--- config.mk ---
export PLATFORM = sky130hd
export DESIGN_NAME = regfile_scan_ctrl
export DESIGN_NICKNAME = d
export VERILOG_FILES = /design/src/rtl/regfile_scan_ctrl_pkg.sv /design/src/rtl/regfile_scan_ctrl.sv
export SDC_FILE = /design/constraint.sdc
export NUM_CORES = 1
export LEC_CHECK = 0
export CAP_MARGIN = 0
export CORE_ASPECT_RATIO = 0.9
export CORE_UTILIZATION = 65
export DETAILED_ROUTE_END_ITERATION = 10
export DONT_BUFFER_PORTS = 1
export PLACE_DENSITY = 0.83
export SYNTH_ARGS = -nofsm -noshare
export SYNTH_HDL_FRONTEND = slang
export SYNTH_SLANG_ARGS = --single-unit
--- constraint.sdc ---
create_clock -name clock -period 5.63 [get_ports clock]
set_input_delay 1.4075 -clock clock [delete_from_list [all_inputs] [get_ports clock]]
set_output_delay 1.4075 -clock clock [all_outputs]
set_load 0.02 [all_outputs]
--- src/rtl/regfile_scan_ctrl_pkg.sv ---
// Shared definitions for the regfile scan controller: the scan FSM state
// encoding and the default regfile geometry used by processor and regfile.
package regfile_scan_ctrl_pkg;

  localparam int DEF_ADDR_W   = 5;
  localparam int DEF_DATA_W   = 32;
  localparam int DEF_NUM_REGS = 32;

  typedef enum logic [2:0] {
    IDLE    = 3'd0,
    HALT    = 3'd1,
    READ    = 3'd2,
    PRESENT = 3'd3,
    DONE    = 3'd4
  } scan_state_e;

endpackage

--- src/rtl/regfile_scan_ctrl.sv ---
// Debug scan controller. It halts the processor, borrows regfile read port A,
// streams registers FIRST_REG..NUM_REGS-1 out on a valid/ready interface and
// then hands the port back.
//
// Optional build macro SCAN_TIMEOUT_EN: abort the scan with scan_err=1 if
// halt_ack does not arrive within ACK_TIMEOUT cycles of HALT. Without it the
// controller waits in HALT forever and scan_err is constant 0.
//
// Dump stream handshake: dump_reg/dump_data are offered while dump_valid=1 and
// hold steady until a rising edge sees dump_valid && dump_ready; that edge is
// the single transfer of the word. dump_valid never drops without a transfer
// (except on reset).
import regfile_scan_ctrl_pkg::*;

module regfile_scan_ctrl #(
  parameter int NUM_REGS    = DEF_NUM_REGS,
  parameter int ADDR_W      = DEF_ADDR_W,
  parameter int DATA_W      = DEF_DATA_W,
  parameter int FIRST_REG   = 0,
  parameter int ACK_TIMEOUT = 255
) (
  input  logic              clock,
  input  logic              reset,
  input  logic              start,
  output logic              halt_req,
  input  logic              halt_ack,
  input  logic [ADDR_W-1:0] proc_readRegA,
  output logic [ADDR_W-1:0] ctrl_readRegA,
  input  logic [DATA_W-1:0] data_readRegA,
  output logic              dump_valid,
  input  logic              dump_ready,
  output logic [ADDR_W-1:0] dump_reg,
  output logic [DATA_W-1:0] dump_data,
  output logic              busy,
  output logic              done,
  output logic              scan_err,
  output scan_state_e       dbg_state
);

  localparam logic [ADDR_W-1:0] FIRST_IDX = ADDR_W'(FIRST_REG);
  localparam logic [ADDR_W-1:0] LAST_IDX  = ADDR_W'(NUM_REGS - 1);

  scan_state_e       state_q, state_d;
  logic [ADDR_W-1:0] idx_q, idx_d;
  logic [ADDR_W-1:0] dump_reg_q, dump_reg_d;
  logic [DATA_W-1:0] dump_data_q, dump_data_d;

`ifdef SCAN_TIMEOUT_EN
  localparam int TO_W = $clog2(ACK_TIMEOUT + 1);
  logic [TO_W-1:0] to_cnt_q, to_cnt_d;
  logic            scan_err_q, scan_err_d;
`endif

  // State, index and captured dump word; reset drops the scan at once.
  always_ff @(posedge clock or negedge reset) begin
    if (!reset) begin
      state_q     <= IDLE;
      idx_q       <= FIRST_IDX;
      dump_reg_q  <= '0;
      dump_data_q <= '0;
`ifdef SCAN_TIMEOUT_EN
      to_cnt_q    <= '0;
      scan_err_q  <= 1'b0;
`endif
    end else begin
      state_q     <= state_d;
      idx_q       <= idx_d;
      dump_reg_q  <= dump_reg_d;
      dump_data_q <= dump_data_d;
`ifdef SCAN_TIMEOUT_EN
      to_cnt_q    <= to_cnt_d;
      scan_err_q  <= scan_err_d;
`endif
    end
  end

  // Next-state logic, port-A mux and state-decoded outputs.
  always_comb begin
    state_d       = state_q;
    idx_d         = idx_q;
    dump_reg_d    = dump_reg_q;
    dump_data_d   = dump_data_q;
`ifdef SCAN_TIMEOUT_EN
    to_cnt_d      = to_cnt_q;
    scan_err_d    = scan_err_q;
`endif
    ctrl_readRegA = proc_readRegA;
    halt_req      = 1'b0;
    busy          = 1'b0;
    dump_valid    = 1'b0;
    done          = 1'b0;

    case (state_q)
      IDLE: begin
        if (start) begin
          state_d    = HALT;
          idx_d      = FIRST_IDX;
`ifdef SCAN_TIMEOUT_EN
          to_cnt_d   = '0;
          scan_err_d = 1'b0;
`endif
        end
      end
      HALT: begin
        halt_req = 1'b1;
        busy     = 1'b1;
        if (halt_ack) begin
          state_d = READ;
        end
`ifdef SCAN_TIMEOUT_EN
        // The cycle that sees the ACK_TIMEOUT-th unacknowledged HALT cycle aborts.
        else if (to_cnt_q >= TO_W'(ACK_TIMEOUT - 1)) begin
          state_d    = DONE;
          scan_err_d = 1'b1;
        end else begin
          to_cnt_d = to_cnt_q + TO_W'(1);
        end
`endif
      end
      READ: begin
        halt_req      = 1'b1;
        busy          = 1'b1;
        ctrl_readRegA = idx_q;
        dump_reg_d    = idx_q;
        dump_data_d   = data_readRegA;
        state_d       = PRESENT;
      end
      PRESENT: begin
        halt_req      = 1'b1;
        busy          = 1'b1;
        dump_valid    = 1'b1;
        ctrl_readRegA = idx_q;
        if (dump_ready) begin
          if (idx_q == LAST_IDX) begin
            state_d = DONE;
          end else begin
            idx_d   = idx_q + ADDR_W'(1);
            state_d = READ;
          end
        end
      end
      DONE: begin
        done    = 1'b1;
        state_d = IDLE;
      end
      default: begin
        state_d = IDLE;
      end
    endcase
  end

  assign dump_reg  = dump_reg_q;
  assign dump_data = dump_data_q;
  assign dbg_state = state_q;

`ifdef SCAN_TIMEOUT_EN
  assign scan_err = scan_err_q;
`else
  assign scan_err = 1'b0;
`endif

endmodule
==> flow_summary.ini, run 1 <==
[sta]
timing.final.crit_share = 0.6216
clock.fmax_mhz = 285.8
worstMarginPinSlew_ns = 0.7357
tns_ns = 0
clock_skew_ns = 0.002693
hold_viol_final = 0
relSlewSlack = 0.5077
worst_slack_ns = 2.130
rsz0062_at_grt = no
drv_slew = 0
setup_viol = 0
min_period_ns = 3.500

[outcome]
status = finished, final reports clean

[grt]
top_usage_layer = met2
grt_pass1_vias = 1080
overflow = 0
track_usage = 0.2095
use_met1 = 0.2314
use_met3 = 0.07565
grt_max_degree = 46
use_met2 = 0.3535
antenna_found_initial = 0
grt_pass1_wl_mm = 4.788

[die]
die_h_um = 54.40
dieWidth_um = 60.23
design.core.area_sq_um = 2815
initial_core_util = 0.7044
num_rows = 18
ios = 92
die_area_sq_um = 3276

[clock_tree]
holdBufCountCts = 0
cts_tree = done
htree_levels = 2
ctsRootBufferMaster = clkbuf_4
cts_resized = 0
post-cts-setup-buffers = 0
cts.sinks = 45
clk_pin_slew_ns = 0.12
cts_buffers = 5
cts_buffer_depth = 2
clk_latency_ns = 0.34

[yosys]
synthesis.nets = 188
synth-edff-count = 0
syn_avg_cell_area_sq_um = 13.77
yosys_warnings = 0
ys_async_sr_fraction = 1.000
ys_types = 32
synthCells = 144
netlist_area_sq_um = 1983
seq_area_frac_synth = 0.5678
synth_ff_type = dfrtp_1
synth-seq-cells = 45

[power_and_ir_drop]
power.leakage_nw = 0.8587
ir_worst_vdd_v = 0.0003077
powerDensity_nw_per_um2 = 435.4

[setup_path]
criticalPathCategory = flip-flop to primary output
crit_fanout = 11
start_kind = flip-flop
cp.required_ns = 4.22
critPathArrivalTime_ns = 2.09
worst_setup_path_end_kind = primary output

[placed_design]
dpl-instance-area_sq_um = 1946
dp_slack_ns = 2.474
finalWeightedCongestion = 0.7777
dpl.cell_count = 174
port-buffer-count = 0
dp_hpwl_mm = 2.323

[layout]
diodes = 0
final_cells = 182
layout-drive-gt1-share = 0.2746
area_delta_synth_final_pct = 1.388
final_area_sq_um = 2011
final_nets = 185
largest_register_ffs = 32
fillerInstances = 193

[job]
cap_violations = 0

[drt]
drtAntennaViolNets = 0
drc_errors = 0
wire_per_inst_um = 17.98
drt_wl_total_mm = 3.273
viasPerCell = 6.033
drt_iter0_drc = 39
dr.pass1.iters = 6
dr_total_vias = 1098

[worst_hold_path]
worstHoldPathType = flip-flop to flip-flop
[synth_stat cells (3+ instances only)]
| library cell | n | area share |
|---|---|---|
| inv_1 | 5 | 0.0095 |
| nand2_1 | 10 | 0.019 |
| o21ai_0 | 4 | 0.010 |
| mux2_1 | 11 | 0.062 |
| mux2_2 | 27 | 0.15 |
| nor2_1 | 4 | 0.0076 |
| buf_4 | 3 | 0.011 |
| buf_6 | 5 | 0.028 |
| dfrtp_1 | 45 | 0.57 |
| mux2i_1 | 3 | 0.015 |
[power breakdown]
group	switching [mW]	total (mW)	internal, mW
logic	0.0772	0.157	0.0799
clock network	0.0951	0.156	0.0610
registers	0.156	0.562	0.406
total	0.329	0.875	0.547
[layout by cell type (no fill, tap or decap), types with 2 or more instances in the layout]
cell	count
o21ai_0	4
nand2_1	10
and3_1	2
mux2_2	27
a21oi_1	2
mux2i_1	3
nor2_1	4
inv_1	5
clkbuf_4	5
a211o_1	2
mux2_1	11
nand3_1	2
dfrtp_1	45
ha_1	2
[routing by layer]
| metal | part of all wire | wire (um) |
|---|---|---|
| met4 | 0.0043 | 14 |
| met1 | 0.39 | 1281 |
| met5 | 0 | 0 |
| met2 | 0.51 | 1678 |
| met3 | 0.091 | 298 |
[final cells by class]
| class | instances | area [sq um] | share of cell area |
|---|---|---|---|
| Clock buffer | 6 | 51.30 | 0.02551 |
| Sequential cell | 45 | 1126 | 0.5600 |
| Clock inverter | 2 | 13.76 | 0.006845 |
| Inverter | 5 | 18.77 | 0.009334 |
| Tap cell | 40 | 50.05 | 0.02489 |
| Multi-Input combinational cell | 84 | 750.7 | 0.3734 |
[worst max-delay path: stages, from the launching register on]
cell      delay, ns
dfrtp_1        0.58
nand2b_1       0.47
o21ai_0        0.70
[stage by stage]
step | power (mW) | hold slack [ns] | utilization
4_1_cts | 0.8865 | 0.5728 | 0.7142
6_report | 0.8754 | 0.5769 | 0.7142
3_3_place_gp | 0.7141 | 0.5309 | 0.6911
3_5_place_dp | 0.7272 | 0.5468 | 0.6911
5_1_grt | 0.9245 | 0.5903 | 0.7142
2_1_floorplan | 0.6952 | 0.5088 | -
[worst paths after layout]
kind / start / slack, ns / end / cells after the start
worst max-delay path: dbg_state[2]$_DFFE_PN0P_ / 2.13 / ctrl_readRegA[0] / 2
worst min-delay path: idx_q[4]$_DFFE_PN0P_ / 0.58 / dump_reg[4]$_DFFE_PN0P_ / 1
worst max register to register: dbg_state[2]$_DFFE_PN0P_ / 3.46 / dump_data[20]$_DFFE_PN0P_ / 3
worst min register to register: idx_q[4]$_DFFE_PN0P_ / 0.58 / dump_reg[4]$_DFFE_PN0P_ / 1
max in group asynchronous: reset / 4.80 / dbg_state[2]$_DFFE_PN0P_ / 0
min in group asynchronous: reset / 0.74 / idx_q[3]$_DFFE_PN0P_ / 0
[logic make-up after synthesis]
| group | after synthesis | share of synthesized area |
|---|---|---|
| and+or+nand+nor | 27 | 0.07950 |
| muxes | 41 | 0.2309 |
| adders and majority gates | 2 | 0.01262 |
| AOI/OAI and AO/OA | 13 | 0.05364 |
| DFF | 45 | 0.5678 |
| buffers and inverters | 15 | 0.05362 |
| other | 1 | 0.001891 |
No activity file was read; power rests on OpenSTA's default activity.
==> run 2, diff against run 1 <==
--- a/config.mk
+++ b/config.mk
@@ -7,10 +7,10 @@
 export LEC_CHECK = 0
 export CAP_MARGIN = 0
 export CORE_ASPECT_RATIO = 0.9
-export CORE_UTILIZATION = 65
+export CORE_UTILIZATION = 55
 export DETAILED_ROUTE_END_ITERATION = 10
 export DONT_BUFFER_PORTS = 1
-export PLACE_DENSITY = 0.83
+export PLACE_DENSITY = 0.75
 export SYNTH_ARGS = -nofsm -noshare
 export SYNTH_HDL_FRONTEND = slang
 export SYNTH_SLANG_ARGS = --single-unit
==> constraint.sdc (replaced) <==
create_clock -name clock -period 3.1 [get_ports clock]
set_input_delay 0.775 -clock clock [delete_from_list [all_inputs] [get_ports clock]]
set_output_delay 0.775 -clock clock [all_outputs]
set_load 0.02 [all_outputs]
==> run 2 against run 1 <==
Sequential share of layout area is 1.1 points lower. Cell count is 3.3% higher. Hold slack worse by 0.41 ns. Design area is 2.1% higher. Clock-buffer cell count is 1 lower. Global-route usage is 1.7 points lower. Power is 91% higher. Critical path depth stayed put. Utilization is 11 points lower. Combinational power is 93% higher. Non-clock buffer count is 2 higher. Critical endpoint is now ctrl_readRegA[4]. Sequential power is 81% higher.
==> flow_summary.ini, run 2 (synthesis gave the netlist of run 1 again) <==
[layout]
final_common_cell = dfrtp_1
final_cells = 188
most-common-layout-cells = dfrtp_1, mux2_2, mux2_1, nand2_1
layout-drive-gt1-share = 0.2847
area_delta_synth_final_pct = 3.470
largest_register_ffs = 32
fillerInstances = 293
utilization = 0.6029
multiInputGateArea_sq_um = 750.7
regArea_sq_um = 1126
diodes = 0
final_nets = 187

[sta]
timing.final.crit_share = 0.8871
rsz0062_at_grt = no
setup_viol = 0
min_period_ns = 2.750
worst_slack_ns = 0.3500
clock_skew_ns = 0.005405
clock.fmax_mhz = 363.6
worstMarginPinSlew_ns = 0.7062
drv_slew = 0
relSlewSlack = 0.5275
hold_viol_final = 0
tns_ns = 0

[setup_path]
reg2reg_depth = 3
critPathArrivalTime_ns = 1.97
max_stage_delay_ns = 0.65
cp.required_ns = 2.32
cp_slowest_cell = dfrtp_1
crit_chain = nand2b_1, o21ai_0
criticalPathCategory = flip-flop to primary output
cp-startpoint = dbg_state[1]$_DFFE_PN0P_
worst_setup_path_end_kind = primary output
rr_startpoint = dbg_state[1]$_DFFE_PN0P_
crit_fanout = 12
start_kind = flip-flop

[grt]
grt_max_degree = 46
overflow = 0
antenna_found_initial = 0
track_usage = 0.1928
grt_pass1_vias = 1189
grt_pass1_wl_mm = 5.485

[die]
dieWidth_um = 65.30
die_h_um = 58.97
die_area_sq_um = 3850
initial_core_util = 0.5827
ios = 92
num_rows = 20
design.core.area_sq_um = 3403

[placed_design]
finalWeightedCongestion = 0.7610
dpl.cell_count = 180
port-buffer-count = 0
dp_slack_ns = 0.6490
dp_hpwl_mm = 2.548

[job]
cap_violations = 0

[clock_tree]
clk_pin_slew_ns = 0.08
cts_buffer_depth = 2
cts_tree = done
clk_latency_ns = 0.29
post-cts-setup-buffers = 0
cts.sinks = 45
cts_resized = 0
holdBufCountCts = 0
htree_levels = 2
ctsRootBufferMaster = clkbuf_8
cts_buffers = 5

[worst_hold_path]
worstHoldPathType = primary input to async pin

[power_and_ir_drop]
powerDensity_nw_per_um2 = 815.1
power.leakage_nw = 0.8745
ir_worst_vdd_v = 0.0004533

[drt]
viasPerCell = 5.904
wire_per_inst_um = 18.53
drt_iter0_drc = 55
dr.pass1.iters = 4
drtAntennaViolNets = 0
drc_errors = 0
drt_wl_total_mm = 3.483
dr_total_vias = 1110

[outcome]
status = finished, final reports clean
-- run 2: changes by cell type in the layout (fill, tap and decap cells not counted), sizes merged --
cell,previous run,this run
buf,0,2
clkbuf,6,5
clkinvlp,0,1
-- run 2: cell type report --
type / instances / share of cell area
Sequential cell: 45 / 0.5488
Multi-Input combinational cell: 84 / 0.3659
Clock buffer: 5 / 0.03354
Tap cell: 44 / 0.02683
Inverter: 5 / 0.009146
Clock inverter: 3 / 0.008537
Timing Repair Buffer: 2 / 0.007317
-- run 2: through the flow --
step / hold slack [ns] / area (sq um) / total power, mW
after floorplan: 0.4794 / 1983 / 1.263
after global placement: 0.4802 / 1966 / 1.320
after detailed placement: 0.4801 / 1966 / 1.344
after CTS: 0.1644 / 2052 / 1.684
after global routing: 0.1513 / 2052 / 1.750
final: 0.1709 / 2052 / 1.673
-- run 2: critical path: cells and delay by family (launching register included) --
| family | cells | cell delay (ns) |
|---|---|---|
| AOI/OAI and AO/OA | 1 | 0.64 |
| and+or+nand+nor | 1 | 0.40 |
| DFF | 1 | 0.65 |
-- run 2: where the power goes --
group	switching, mW	internal [mW]
Sequential	0.286	0.738
Clock	0.190	0.156
Combinational	0.143	0.160
Total	0.619	1.05
-- run 2: final timing paths --
kind,end,slack [ns]
min reg2reg,dump_reg[4]$_DFFE_PN0P_,0.57
max in group asynchronous,dump_reg[0]$_DFFE_PN0P_,2.84
max reg2reg,dump_data[15]$_DFFE_PN0P_,0.92
min,idx_q[2]$_DFFE_PN0P_,0.17
max,ctrl_readRegA[4],0.35
min in group clock,dump_reg[4]$_DFFE_PN0P_,0.57
-- run 2: per-layer routing --
metal  wire length [um]  share of wire  track usage
met5                  0              0            0
met4                  7         0.0020      0.05590
met3                294          0.084      0.06202
met2               1875           0.54       0.3476
met1               1306           0.37       0.2193
==> run 3, diff against run 2 <==
--- a/config.mk
+++ b/config.mk
@@ -5,12 +5,13 @@
 export SDC_FILE = /design/constraint.sdc
 export NUM_CORES = 1
 export LEC_CHECK = 0
-export CAP_MARGIN = 0
+export CAP_MARGIN = 20
 export CORE_ASPECT_RATIO = 0.9
 export CORE_UTILIZATION = 55
 export DETAILED_ROUTE_END_ITERATION = 10
 export DONT_BUFFER_PORTS = 1
 export PLACE_DENSITY = 0.75
+export SKIP_CTS_REPAIR_TIMING = 1
 export SYNTH_ARGS = -nofsm -noshare
 export SYNTH_HDL_FRONTEND = slang
 export SYNTH_SLANG_ARGS = --single-unit
==> results of run 3 <==
Same layout as run 2: the final DEF is identical, and so are final timing and power.
